--- config.mk ---
export PLATFORM = sky130hd
export DESIGN_NAME = uart_tx_scheduler_flat
export DESIGN_NICKNAME = d
export VERILOG_FILES = /design/src/rtl/uart_pkg.sv /design/src/rtl/uart_tx_scheduler_if.sv /design/src/rtl/uart_tx_scheduler_rr_arbiter.sv /design/src/rtl/uart_tx_scheduler.sv /design/src/flat_wrapper.sv
export SDC_FILE = /design/constraint.sdc
export NUM_CORES = 1
export LEC_CHECK = 0
export CAP_MARGIN = 20
export CORE_MARGIN = 2
export CORE_UTILIZATION = 40
export DETAILED_ROUTE_END_ITERATION = 8
export HOLD_SLACK_MARGIN = 0.1
export PLACE_DENSITY = 0.7
export SLEW_MARGIN = 20
export SYNTH_ARGS = -nofsm -noshare
export SYNTH_HDL_FRONTEND = slang
export SYNTH_SLANG_ARGS = --single-unit
--- constraint.sdc ---
create_clock -name clk -period 3.9 [get_ports clk]
set_input_delay 0.78 -clock clk [delete_from_list [all_inputs] [get_ports clk]]
set_output_delay 0.78 -clock clk [all_outputs]
set_load 0.1 [all_outputs]
--- src/rtl/uart_pkg.sv ---
// ============================================================================
// uart_pkg : shared constants and state encoding for the UART TX scheduler
// Rev 1.0  : initial release
// ============================================================================
`default_nettype none

package uart_pkg;

  typedef enum logic [1:0] {
    ST_INIT  = 2'd0,
    ST_IDLE  = 2'd1,
    ST_START = 2'd2,
    ST_WAIT  = 2'd3
  } state_t;

  localparam int UART_FRAME_MIN   = 11;
  localparam int DEF_FRAME_CYCLES = 12;
  localparam int DEF_INIT_CYCLES  = 2;
  localparam int BYTE_W           = 8;

  // Index width for NREQ requesters, never narrower than one bit.
  function automatic int id_width(input int n);
    return (n > 2) ? $clog2(n) : 1;
  endfunction

endpackage

`default_nettype wire

--- src/rtl/uart_tx_scheduler_if.sv ---
// ============================================================================
// uart_tx_scheduler_if : requester / TX-unit signal bundle of the scheduler
// Rev 1.0  : initial release
// ============================================================================
`default_nettype none

interface uart_tx_scheduler_if
  import uart_pkg::*;
#(
  parameter int NREQ = 4
) ();

  localparam int ID_W = id_width(NREQ);

  logic [NREQ-1:0]        req;
  logic [NREQ*BYTE_W-1:0] data_in;
  logic [NREQ-1:0]        grant;
  logic                   tx_start;
  logic [BYTE_W-1:0]      tx_data;
  logic                   busy;
  logic [ID_W-1:0]        cur_id;

  modport master (
    output req, data_in,
    input  grant, tx_start, tx_data, busy, cur_id
  );

  modport slave (
    input  req, data_in,
    output grant, tx_start, tx_data, busy, cur_id
  );

endinterface

`default_nettype wire

--- src/rtl/uart_tx_scheduler_rr_arbiter.sv ---
// ============================================================================
// rr_arbiter : combinational round-robin pick, first request at/after pointer
// Rev 1.0  : initial release
// ============================================================================
`default_nettype none

module rr_arbiter
  import uart_pkg::*;
#(
  parameter int NREQ = 4,
  localparam int ID_W = id_width(NREQ)
) (
  input  logic [NREQ-1:0] req,
  input  logic [ID_W-1:0] pointer,
  output logic [NREQ-1:0] grant_next,
  output logic [ID_W-1:0] winner,
  output logic            any_req
);

  logic found;
  int   idx;

  always_comb begin
    grant_next = '0;
    winner     = '0;
    any_req    = |req;
    found      = 1'b0;
    idx        = 0;
    for (int i = 0; i < NREQ; i++) begin
      // Walk from the pointer and wrap, so no requester has fixed priority.
      idx = int'(pointer) + i;
      if (idx >= NREQ) idx = idx - NREQ;
      if (!found && req[idx]) begin
        found           = 1'b1;
        winner          = ID_W'(idx);
        grant_next[idx] = 1'b1;
      end
    end
  end

endmodule

`default_nettype wire

--- src/rtl/uart_tx_scheduler.sv ---
// ============================================================================
// uart_tx_scheduler : shares one UART TX unit among NREQ byte requesters
// Rev 1.0  : initial release
// ============================================================================
`default_nettype none

module uart_tx_scheduler
  import uart_pkg::*;
#(
  parameter int NREQ         = 4,
  parameter int FRAME_CYCLES = DEF_FRAME_CYCLES,
  parameter int INIT_CYCLES  = DEF_INIT_CYCLES
) (
  input  logic              clk,
  input  logic              reset,
  uart_tx_scheduler_if.slave bus
);

  localparam int ID_W    = id_width(NREQ);
  localparam int CNT_MAX = (FRAME_CYCLES > INIT_CYCLES) ? FRAME_CYCLES : INIT_CYCLES;
  localparam int CNT_W   = $clog2(CNT_MAX + 1);

  state_t            state_q,    state_d;
  logic [CNT_W-1:0]  cnt_q,      cnt_d;
  logic [NREQ-1:0]   grant_q,    grant_d;
  logic              tx_start_q, tx_start_d;
  logic [BYTE_W-1:0] tx_data_q,  tx_data_d;
  logic [ID_W-1:0]   cur_id_q,   cur_id_d;
  logic [ID_W-1:0]   ptr_q,      ptr_d;
  logic              busy_q,     busy_d;

  logic [NREQ-1:0]   arb_grant;
  logic [ID_W-1:0]   arb_winner;
  logic              arb_any;

  rr_arbiter #(
    .NREQ       (NREQ)
  ) u_arb (
    .req        (bus.req),
    .pointer    (ptr_q),
    .grant_next (arb_grant),
    .winner     (arb_winner),
    .any_req    (arb_any)
  );

  always_comb begin
    state_d    = state_q;
    cnt_d      = cnt_q;
    grant_d    = '0;
    tx_start_d = 1'b0;
    tx_data_d  = tx_data_q;
    cur_id_d   = cur_id_q;
    ptr_d      = ptr_q;
    case (state_q)
      ST_INIT: begin
        if (cnt_q == '0) state_d = ST_IDLE;
        else             cnt_d   = cnt_q - 1'b1;
      end
      ST_IDLE: begin
        if (arb_any) begin
          state_d    = ST_START;
          grant_d    = arb_grant;
          tx_start_d = 1'b1;
          tx_data_d  = bus.data_in[int'(arb_winner)*BYTE_W +: BYTE_W];
          cur_id_d   = arb_winner;
          ptr_d      = (int'(arb_winner) == NREQ - 1) ? '0 : arb_winner + 1'b1;
        end
      end
      ST_START: begin
        state_d = ST_WAIT;
        cnt_d   = CNT_W'(FRAME_CYCLES - 1);
      end
      ST_WAIT: begin
        if (cnt_q == '0) state_d = ST_IDLE;
        else             cnt_d   = cnt_q - 1'b1;
      end
      default: state_d = ST_INIT;
    endcase
    busy_d = (state_d != ST_IDLE);
  end

  always_ff @(posedge clk) begin
    if (!reset) begin
      state_q    <= ST_INIT;
      cnt_q      <= CNT_W'(INIT_CYCLES - 1);
      grant_q    <= '0;
      tx_start_q <= 1'b0;
      tx_data_q  <= '0;
      cur_id_q   <= '0;
      ptr_q      <= '0;
      busy_q     <= 1'b1;
    end else begin
      state_q    <= state_d;
      cnt_q      <= cnt_d;
      grant_q    <= grant_d;
      tx_start_q <= tx_start_d;
      tx_data_q  <= tx_data_d;
      cur_id_q   <= cur_id_d;
      ptr_q      <= ptr_d;
      busy_q     <= busy_d;
    end
  end

  assign bus.grant    = grant_q;
  assign bus.tx_start = tx_start_q;
  assign bus.tx_data  = tx_data_q;
  assign bus.cur_id   = cur_id_q;
  assign bus.busy     = busy_q;

endmodule

`default_nettype wire

--- src/flat_wrapper.sv ---
// flat-port wrapper written by rule: the top's interface ports become plain ports
module uart_tx_scheduler_flat import uart_pkg::*;
#(
  parameter int NREQ         = 4,
  parameter int FRAME_CYCLES = DEF_FRAME_CYCLES,
  parameter int INIT_CYCLES  = DEF_INIT_CYCLES
)
  (clk, reset, bus_req, bus_data_in, bus_grant, bus_tx_start, bus_tx_data, bus_busy, bus_cur_id);
  uart_tx_scheduler_if #(.NREQ(NREQ)) bus_i ();
  input  logic clk;
  input  logic reset;
  input wire logic [$bits(bus_i.req)-1:0] bus_req;
  input wire logic [$bits(bus_i.data_in)-1:0] bus_data_in;
  output wire logic [$bits(bus_i.grant)-1:0] bus_grant;
  output wire logic [$bits(bus_i.tx_start)-1:0] bus_tx_start;
  output wire logic [$bits(bus_i.tx_data)-1:0] bus_tx_data;
  output wire logic [$bits(bus_i.busy)-1:0] bus_busy;
  output wire logic [$bits(bus_i.cur_id)-1:0] bus_cur_id;
  assign bus_i.req = bus_req;
  assign bus_i.data_in = bus_data_in;
  assign bus_grant = bus_i.grant;
  assign bus_tx_start = bus_i.tx_start;
  assign bus_tx_data = bus_i.tx_data;
  assign bus_busy = bus_i.busy;
  assign bus_cur_id = bus_i.cur_id;
  uart_tx_scheduler #(.NREQ(NREQ), .FRAME_CYCLES(FRAME_CYCLES), .INIT_CYCLES(INIT_CYCLES)) u_core (.clk(clk), .reset(reset), .bus(bus_i));
endmodule
# == After elaboration in Yosys (flattened, before gate mapping) ==
# Cells that the tools add are included.
# op_classes
n_addsub,9
n_mul,0
div_mod_pow,0
n_lt_le_gt_ge,12
n_eq_ne,6
shifts,1
muxes,42
bitwise,3
reduce_logical,19
# op_table
operator,count
">= comparator 32 x 1 -> 1 bit, second input constant",4
"less-than comparator 32 x 4 -> 1 bit, second input constant",4
two-way mux 32 bit,4
variable part select 32 x 6 -> 8 bit,1
two-way mux 4 bit,5
two-way mux 1 bit,16
two-way mux 2 bit,7
OR 4 bit,3
"subtractor 3 x 3 -> 4 bit, second input constant",3
">= comparator 3 bit, second input constant",3
binary-select mux 1 bit (select 2 bit),4
demux 1 bit (select 2 bit),4
case mux 4 bit (2 select lines),1
logical AND 1 bit,7
"adder 2 x 2 -> 3 bit, second input constant",2
case mux 2 bit (3 select lines),1
AND reduction 2 bit,3
"equality test 2 x 1 -> 1 bit, second input constant",2
"equality test 2 bit, second input constant",2
zero test 4 bit,1
OR reduction 4 bit,1
"subtractor 2 x 3 -> 4 bit, second input constant",1
"subtractor 4 x 1 -> 4 bit, second input constant",1
"adder 2 x 1 -> 3 bit, second input constant",1
9 further kinds,11
# word_totals
ff_bits,24
latch_bits,0
ramBits,0
rom_bits,0
in_bits,38
out_inout_bits,16
wordCells,100
memories,0

# == Logic depth before layout (Yosys ltp) ==
# Gate-level depths: netlist of run 1.
# depth
word_depth,17
depth_mapped,13
ltp_nobuf,8

# == By module ==
# From an unflattened synthesis of run 1, not the netlist that was laid out.
# hier_totals
hier_cells,172
area_unflattened_um2,1619.1
# modules_own_cells
module,instances,cells_per_inst,area_each_um2,seq_area_each_um2
uart_tx_scheduler,1,122,1154.9,480.5
rr_arbiter,1,50,464.2,0.0

# == Worst setup path before layout of run 1 ==
# No wires, ideal clock.
# synth_path
path_type,reg-to-reg
start,register u_core.ptr_q[0]
end,"register u_core.tx_data_q[0], in the netlist u_core.bus.tx_data[0]"
setup_time_ns,0.141
t_arrival_ns,2.662
required_time_ns,3.759
path_slack_ns,1.097
path_stages_with_launch,12
n_path_buf,3
period_less_slack_ns,2.803
cell_sequence,dfxtp_1 > buf_6 > inv_1 > ha_1 > buf_4 > or3b_2 > a211o_1 > o21a_1 > a211o_1 > buf_6 > a211oi_1 > a211oi_1
# synth_via
elab_chain_len,16
word_cells_on_any_way,41
classes_between,add/sub (7); order compare (4); shift (1); mux (23); reduce/logical (6)
# synth_lines
element,line_no,text
from (decl),uart_tx_scheduler.sv:29,"logic [ID_W-1:0] ptr_q, ptr_d;"
from (signal assigned),uart_tx_scheduler.sv:99,ptr_q <= ptr_d;
"parallel branches: the longest is 14 deep, another holds subtractor 3 x 3 -> 4 bit",n/a,
two-way mux 2 bit *,uart_tx_scheduler_rr_arbiter.sv:33,if (!found && req[idx]) begin
variable part select 32 x 6 -> 8 bit *,uart_tx_scheduler.sv:64,tx_data_d = bus.data_in[int'(arb_winner)*BYTE_W +: BYTE_W];
to (signal assigned),uart_tx_scheduler.sv:97,tx_data_q <= tx_data_d;
to (decl),uart_tx_scheduler.sv:27,"logic [BYTE_W-1:0] tx_data_q, tx_data_d;"
# Mark *: on every way between the ends. The select of a mux whose other input is x is not followed.
# A chain may end at the register's enable or synchronous reset.

# == Worst setup path in the final report of run 1 ==
# layout_path
start,input bus_req[3]
end,"register u_core.tx_data_q[0], in the netlist u_core.bus.tx_data[0]"
# layout_via
elab_chain_len,14
word_cells_on_any_way,28
classes_between,shift (1); mux (19); reduce/logical (8)
# layout_lines
element,line_no,text
from (decl),flat_wrapper.sv:12,input wire logic [$bits(bus_i.req)-1:0] bus_req;
binary-select mux 1 bit (select 2 bit),uart_tx_scheduler_rr_arbiter.sv:33,
two-way mux 1 bit (not written as such) (2 in series),uart_tx_scheduler_rr_arbiter.sv:33,
two-way mux 1 bit,uart_tx_scheduler_rr_arbiter.sv:33,
zero test 1 bit,uart_tx_scheduler_rr_arbiter.sv:33,
logical AND 1 bit,uart_tx_scheduler_rr_arbiter.sv:33,
two-way mux 1 bit,uart_tx_scheduler_rr_arbiter.sv:33,
zero test 1 bit,uart_tx_scheduler_rr_arbiter.sv:33,
logical AND 1 bit,uart_tx_scheduler_rr_arbiter.sv:33,
two-way mux 1 bit,uart_tx_scheduler_rr_arbiter.sv:33,
zero test 1 bit,uart_tx_scheduler_rr_arbiter.sv:33,
logical AND 1 bit,uart_tx_scheduler_rr_arbiter.sv:33,
two-way mux 2 bit,uart_tx_scheduler_rr_arbiter.sv:33,
variable part select 32 x 6 -> 8 bit,uart_tx_scheduler.sv:64,
# Parallel ways exist; a longest one is shown, timed or not. The select of a mux whose other input is x is not followed.

==> flow_metrics.env, run 1 <==
export IMPL_drc=0
export IMPL_cts_hold_buf=0
export IMPL_synth_most_common_cell="dfxtp_1"
export IMPL_cts_sinks=24
export IMPL_first_pass_iters=4
export IMPL_grt_pass1_wl_um=7170
export IMPL_ys_seq_area_share_pct=26.9
export IMPL_area_growth_pct=30.3
export IMPL_num_vias=1684
export IMPL_die_y_um=70.8
export IMPL_crit_top_cell="a211oi_1"
export IMPL_synthArstFlopShare_pct=0
export IMPL_post_cts_buffers=0
export IMPL_place_hpwl_um=3070
export IMPL_hold_viol_final=0
export IMPL_numCtsBuffers=3
export IMPL_core_area_mm2=0.00432
export IMPL_drt_wl_total_um=4150
export IMPL_ctsResizeCount=0
export IMPL_syn_area_mm2=0.00178
export IMPL_cp_top_family="compound AO/OA/AOI/OAI gates"
export IMPL_period_share_pct=84.1
export IMPL_ir_drop_uv=376
export IMPL_power_per_cell_area_mw_per_mm2=687
export IMPL_drv_cap=0
export IMPL_crit_path_start_kind="input pin"
export IMPL_cts_tree="done"
export IMPL_ios=54
export IMPL_clkTransAtPathRegs_ps=80
export IMPL_layout_drive_gt1_share_pct=6.02
export IMPL_globalplace_congestion=0.832
export IMPL_fin_skew_ps=5.25
export IMPL_yosysTopAreaCell="dfxtp_1"
export IMPL_path_max_fanout=13
export IMPL_worstPathArrival_ps=3460
export IMPL_die_area_mm2=0.00501
export IMPL_hp_class="flip-flop to flip-flop"
export IMPL_endpoint_kind="flip-flop"
export IMPL_ant_nets=0
export IMPL_nFillCells=417
export IMPL_relSlewSlack_pct=34.5
export IMPL_startpoint="bus_req[3]"
export IMPL_drtIter0Drc=135
export IMPL_swShare_pct=52.4
export IMPL_grt_max_degree=20
export IMPL_hp_start="u_core.bus.cur_id[1]"
export IMPL_p_int_mw=0.760
export IMPL_die_w_um=70.8
export IMPL_grt_pass1_vias=1518
export IMPL_path_cells="clkdlybuf4s50_1 > mux4_2 > nor2b_4 > o21a_1 > or2_1 > a211oi_1 > a211oi_1"
export IMPL_regArea_um2=480
export IMPL_initial_core_util_pct=41.2
export IMPL_pwr_share_seq_pct=23.3
export IMPL_ys_top_cells_by_count="dfxtp_1 (24), nor2_1 (17), a211oi_1 (14), nand2_1 (14), o21ai_0 (14)"
export IMPL_clkLatencyLatePin_ps=260
export IMPL_fmax_mhz=305
export IMPL_nets=302
export IMPL_finalSetupTns_ps=0
export IMPL_cts_buffer_depth=2
export IMPL_crit_type="input pin to flip-flop"
export IMPL_num_antenna_cells=0
export IMPL_io_buffers=53
export IMPL_multi_input_area_mm2=0.00114
export IMPL_min_period_ps=3280
export IMPL_synth_top_cells_by_area="dfxtp_1 (27%), ha_1 (9.1%), a211oi_1 (5.9%)"
export IMPL_ys_flop_type="dfxtp_1"
export IMPL_maxSlewViolCount=0
export IMPL_grt_ovfl_total=0
export IMPL_yosys_warnings=0
export IMPL_rsz0062_at_grt="no"
export IMPL_placed_area_mm2=0.00228
export IMPL_viasPerCell=5.59
export IMPL_cts_root_buf="clkbuf_8"
export IMPL_tightest_slew_ps=980
export IMPL_path_buf_inv=1
export IMPL_cts_htree_levels=1
export IMPL_p_switching_mw=0.838
export IMPL_synth_cell_type_count=44
export IMPL_yosysTopAreaCellShare_pct=26.9
export IMPL_setup_viol=0
export IMPL_avgSynthCellArea_um2=8.78
export IMPL_slowest_stage="mux4_2"
export IMPL_rows=24
export IMPL_p_leak_nw=0.868
export IMPL_worst_r2r_startpoint="u_core.ptr_q[1]"
export IMPL_combPwrFrac_pct=67.7
export IMPL_wire_per_inst_um=13.8
export IMPL_grtUsageTotal_pct=17.4
export IMPL_critPathMaxStageDelay_ps=640
export IMPL_required_ps=4080
export IMPL_synth_edf_count=0
export IMPL_power_share_clock_pct=9.0
export IMPL_ys_seq_elements=24
export IMPL_final_area_mm2=0.00232
export IMPL_status="complete, no violations"
export IMPL_antenna_found_initial=0
export IMPL_synth_cells=203
export IMPL_syn_nets=254
## per-stage QoR
step	hold slack, ps	total power [mW]	instances	worst slack (ps)	util [%]
after floorplan	465	1.26	203	1100	-
after global placement	462	1.44	298	480	52.8
after detailed placement	463	1.45	298	366	52.8
after CTS	475	1.61	301	629	53.7
after global routing	503	1.71	301	401	53.7
final	467	1.60	301	621	53.7
## area by class of cell
cell class / instances / area share (%)
Multi-Input combinational cell: 155 / 49.0
Timing Repair Buffer: 57 / 24.1
Sequential cell: 24 / 20.7
Tap cell: 52 / 2.80
Clock buffer: 3 / 1.78
Inverter: 10 / 1.62
## layer usage
metal	global-route usage, %	part of all wire, %	vias to the layer above
li1	-	-	842
met1	24.4	44	776
met2	27.7	49	64
met3	4.42	6.7	2
met4	2.94	0.29	0
met5	0	0	-
## power by group through the flow
stage | sequential (mW) | combinational [mW] | clock (mW)
after floorplan | 0.671 | 0.587 | 0
after global placement | 0.377 | 1.07 | 0
after detailed placement | 0.376 | 1.08 | 0
after CTS | 0.372 | 1.08 | 0.152
after global routing | 0.382 | 1.17 | 0.160
final | 0.372 | 1.08 | 0.144
## registers in the layout, summed over array words and instances (netlist names)
signal / cells
u_core.bus.tx_start: 1
u_core.bus.busy: 1
u_core.bus.grant: 4
u_core.state_q: 2
u_core.cnt_q: 4
u_core.bus.tx_data: 8
u_core.bus.cur_id: 2
u_core.ptr_q: 2
## worst paths after layout
check	to	slack (ps)	cells after the start
worst min-delay path	u_core.bus.cur_id[1]	470	2
worst max-delay path	u_core.bus.tx_data[0]	620	7
worst max register to register	u_core.bus.tx_data[0]	680	8
worst min register to register	u_core.bus.cur_id[1]	470	2
## layout by cell type (no fill, tap or decap), types with 3 or more instances in the layout
cell type	n
clkdlybuf4s50_1	53
dfxtp_1	24
nor2_1	17
nand2_1	14
o21ai_0	14
a211oi_1	14
ha_1	13
inv_1	10
a21oi_1	10
mux2i_1	10
nor3b_1	8
a22oi_1	6
a221oi_1	5
nor3_1	4
nand3_1	4
buf_4	4
nand2b_1	3
a211o_1	3
clkbuf_8	3
## logic make-up after synthesis
| kind of cell | after synthesis | synth area share, % |
|---|---|---|
| muxes | 13 | 9.61 |
| buffers and inverters | 24 | 9.19 |
| adders and majority gates | 13 | 9.12 |
| AOI/OAI and AO/OA | 62 | 23.5 |
| xor gates and xnor gates | 2 | 0.983 |
| DFF | 24 | 26.9 |
| and+or+nand+nor | 65 | 20.6 |
## worst min-delay path, cell delays in order, from the launching register on
cell	delay, ps
dfxtp_1	320
nand2_1	50
a21oi_1	50
Note: power is estimated with default switching activity, not from simulation.
==> inputs of run 2 (changes only) <==
- clock period: 3.9 -> 3.34 ns (I/O delays scaled with it)
==> run 2 against run 1 <==
Compared with the run above:
- sequential share of layout area shrank 0.56 points
- clock power grew 78%
- via count up 0.71%
- worst setup slack got worse by 220 ps
- routed wire length up 2.0%
- first-iteration DRC count decreased by 25%
- worst hold slack gained 25 ps
==> flow_metrics.env, run 2 (synthesis results as in run 1) <==
export IMPL_clkTransAtPathRegs_ps=90
export IMPL_ant_nets=0
export IMPL_place_hpwl_um=3260
export IMPL_hold_viol_final=0
export IMPL_numCtsBuffers=3
export IMPL_crit_end="u_core.bus.tx_data[2]"
export IMPL_largest_reg_flops=8
export IMPL_layout_drive_gt1_share_pct=14.7
export IMPL_timing_rr_end="u_core.bus.tx_data[2]"
export IMPL_rsz0062_at_grt="no"
export IMPL_grt_ovfl_total=0
export IMPL_ios=54
export IMPL_relSlewSlack_pct=35.8
export IMPL_setup_ws_ps=400
export IMPL_cts_sinks=24
export IMPL_die_area_mm2=0.00501
export IMPL_core_area_mm2=0.00432
export IMPL_drc=0
export IMPL_p_leak_nw=0.949
export IMPL_placed_area_mm2=0.00232
export IMPL_hold_ws_ps=491
export IMPL_crit_path_start_kind="input pin"
export IMPL_startpoint="bus_req[3]"
export IMPL_worstPathArrival_ps=3130
export IMPL_setup_viol=0
export IMPL_first_pass_iters=5
export IMPL_status="complete, no violations"
export IMPL_layout_commonest_cell="clkdlybuf4s50_1"
export IMPL_drtIter0Drc=101
export IMPL_grt_max_degree=20
export IMPL_die_y_um=70.8
export IMPL_antenna_found_initial=0
export IMPL_cts_buffer_depth=2
export IMPL_hp_class="flip-flop to flip-flop"
export IMPL_final_instance_count_excl_fill=311
export IMPL_num_vias=1696
export IMPL_worst_r2r_startpoint="u_core.ptr_q[1]"
export IMPL_clkLatencyLatePin_ps=270
export IMPL_path_max_fanout=9
export IMPL_grtUsageTotal_pct=17.9
export IMPL_grt_pass1_wl_um=7370
export IMPL_layout_cells_most_common_list="clkdlybuf4s50_1 (40), buf_4 (26), dfxtp_1 (24)"
export IMPL_multi_input_area_mm2=0.00114
export IMPL_regArea_um2=480
export IMPL_cts_root_buf="clkbuf_8"
export IMPL_required_ps=3530
export IMPL_rr_worst_depth=8
export IMPL_cts_tree="done"
export IMPL_rows=24
export IMPL_viasPerCell=5.45
export IMPL_fmax_mhz=340
export IMPL_post_cts_buffers=0
export IMPL_drv_cap=0
export IMPL_tightest_slew_ps=961
export IMPL_grt_pass1_vias=1590
export IMPL_period_share_pct=88.0
export IMPL_crit_type="input pin to flip-flop"
export IMPL_io_buffers=53
export IMPL_power_per_cell_area_mw_per_mm2=826
export IMPL_globalplace_congestion=0.839
export IMPL_placedCellCount=307
export IMPL_maxSlewViolCount=0
export IMPL_num_antenna_cells=0
export IMPL_ir_drop_uv=416
export IMPL_cts_htree_levels=1
export IMPL_final_area_mm2=0.00239
export IMPL_fin_skew_ps=12.3
export IMPL_min_period_ps=2940
export IMPL_die_w_um=70.8
export IMPL_cts_hold_buf=0
export IMPL_endpoint_kind="flip-flop"
export IMPL_r2r_setup_slack_ps=520
export IMPL_area_growth_pct=34.0
export IMPL_finalSetupTns_ps=0
export IMPL_dpl_worst_slack_ps=134
export IMPL_nets=311
export IMPL_wire_per_inst_um=13.6
export IMPL_initial_core_util_pct=41.2
export IMPL_drt_wl_total_um=4230
export IMPL_ctsResizeCount=0
export IMPL_nFillCells=412
[run 2: changes by cell type in the layout (fill, tap and decap cells not counted), sizes merged]
cell           before  now
buf                 4   26
bufinv              0    1
clkdlybuf4s50      53   40
[run 2: worst min path at each step]
| stage | slack, ps | to | from | cells after the start |
|---|---|---|---|---|
| floorplan | 460 | u_core.cnt_q[2] | u_core.cnt_q[2] | 2 |
| global placement | 460 | u_core.bus.cur_id[1] | u_core.bus.cur_id[1] | 2 |
| detailed placement | 460 | u_core.bus.cur_id[1] | u_core.bus.cur_id[1] | 2 |
| CTS | 490 | u_core.bus.cur_id[1] | u_core.bus.cur_id[1] | 2 |
| global route | 510 | u_core.bus.cur_id[1] | u_core.bus.cur_id[1] | 2 |
| finish | 490 | u_core.bus.cur_id[1] | u_core.bus.cur_id[1] | 2 |
[run 2: final cells by class]
cell class                 count  area share (%)
multi-input combinational    155            47.7
timing repair buffer          66            24.9
sequential                    24            20.1
tap                           52            2.72
clock buffer                   3            1.73
inverter                      10            1.57
clock inverter                 1            1.26
[run 2: per-layer routing]
metal	GRT usage (%)	vias up	share of wire, %
li1	-	863	-
met1	23.5	781	47
met2	30.3	48	48
met3	4.13	4	4.9
met4	3.77	0	0.69
met5	0	-	0
[run 2: worst max-delay path: stages]
cell,delay [ps]
clkdlybuf4s50_1,540
mux4_2,610
nor2b_4,250
o21a_1,320
or2_1,370
a211oi_1,130
a211oi_1,230
[run 2: stage by stage]
| step | utilization, % | power [mW] |
|---|---|---|
| after floorplan | - | 1.47 |
| after global routing | 55.2 | 2.11 |
| after CTS | 55.2 | 1.98 |
| after detailed placement | 53.6 | 1.72 |
| final | 55.2 | 1.97 |
| after global placement | 53.6 | 1.71 |
[run 2: power breakdown]
part           switching [mW]  internal, mW  total (mW)
Clock                  0.0954         0.160       0.256
Combinational           0.848         0.442        1.29
Sequential             0.0530         0.375       0.428
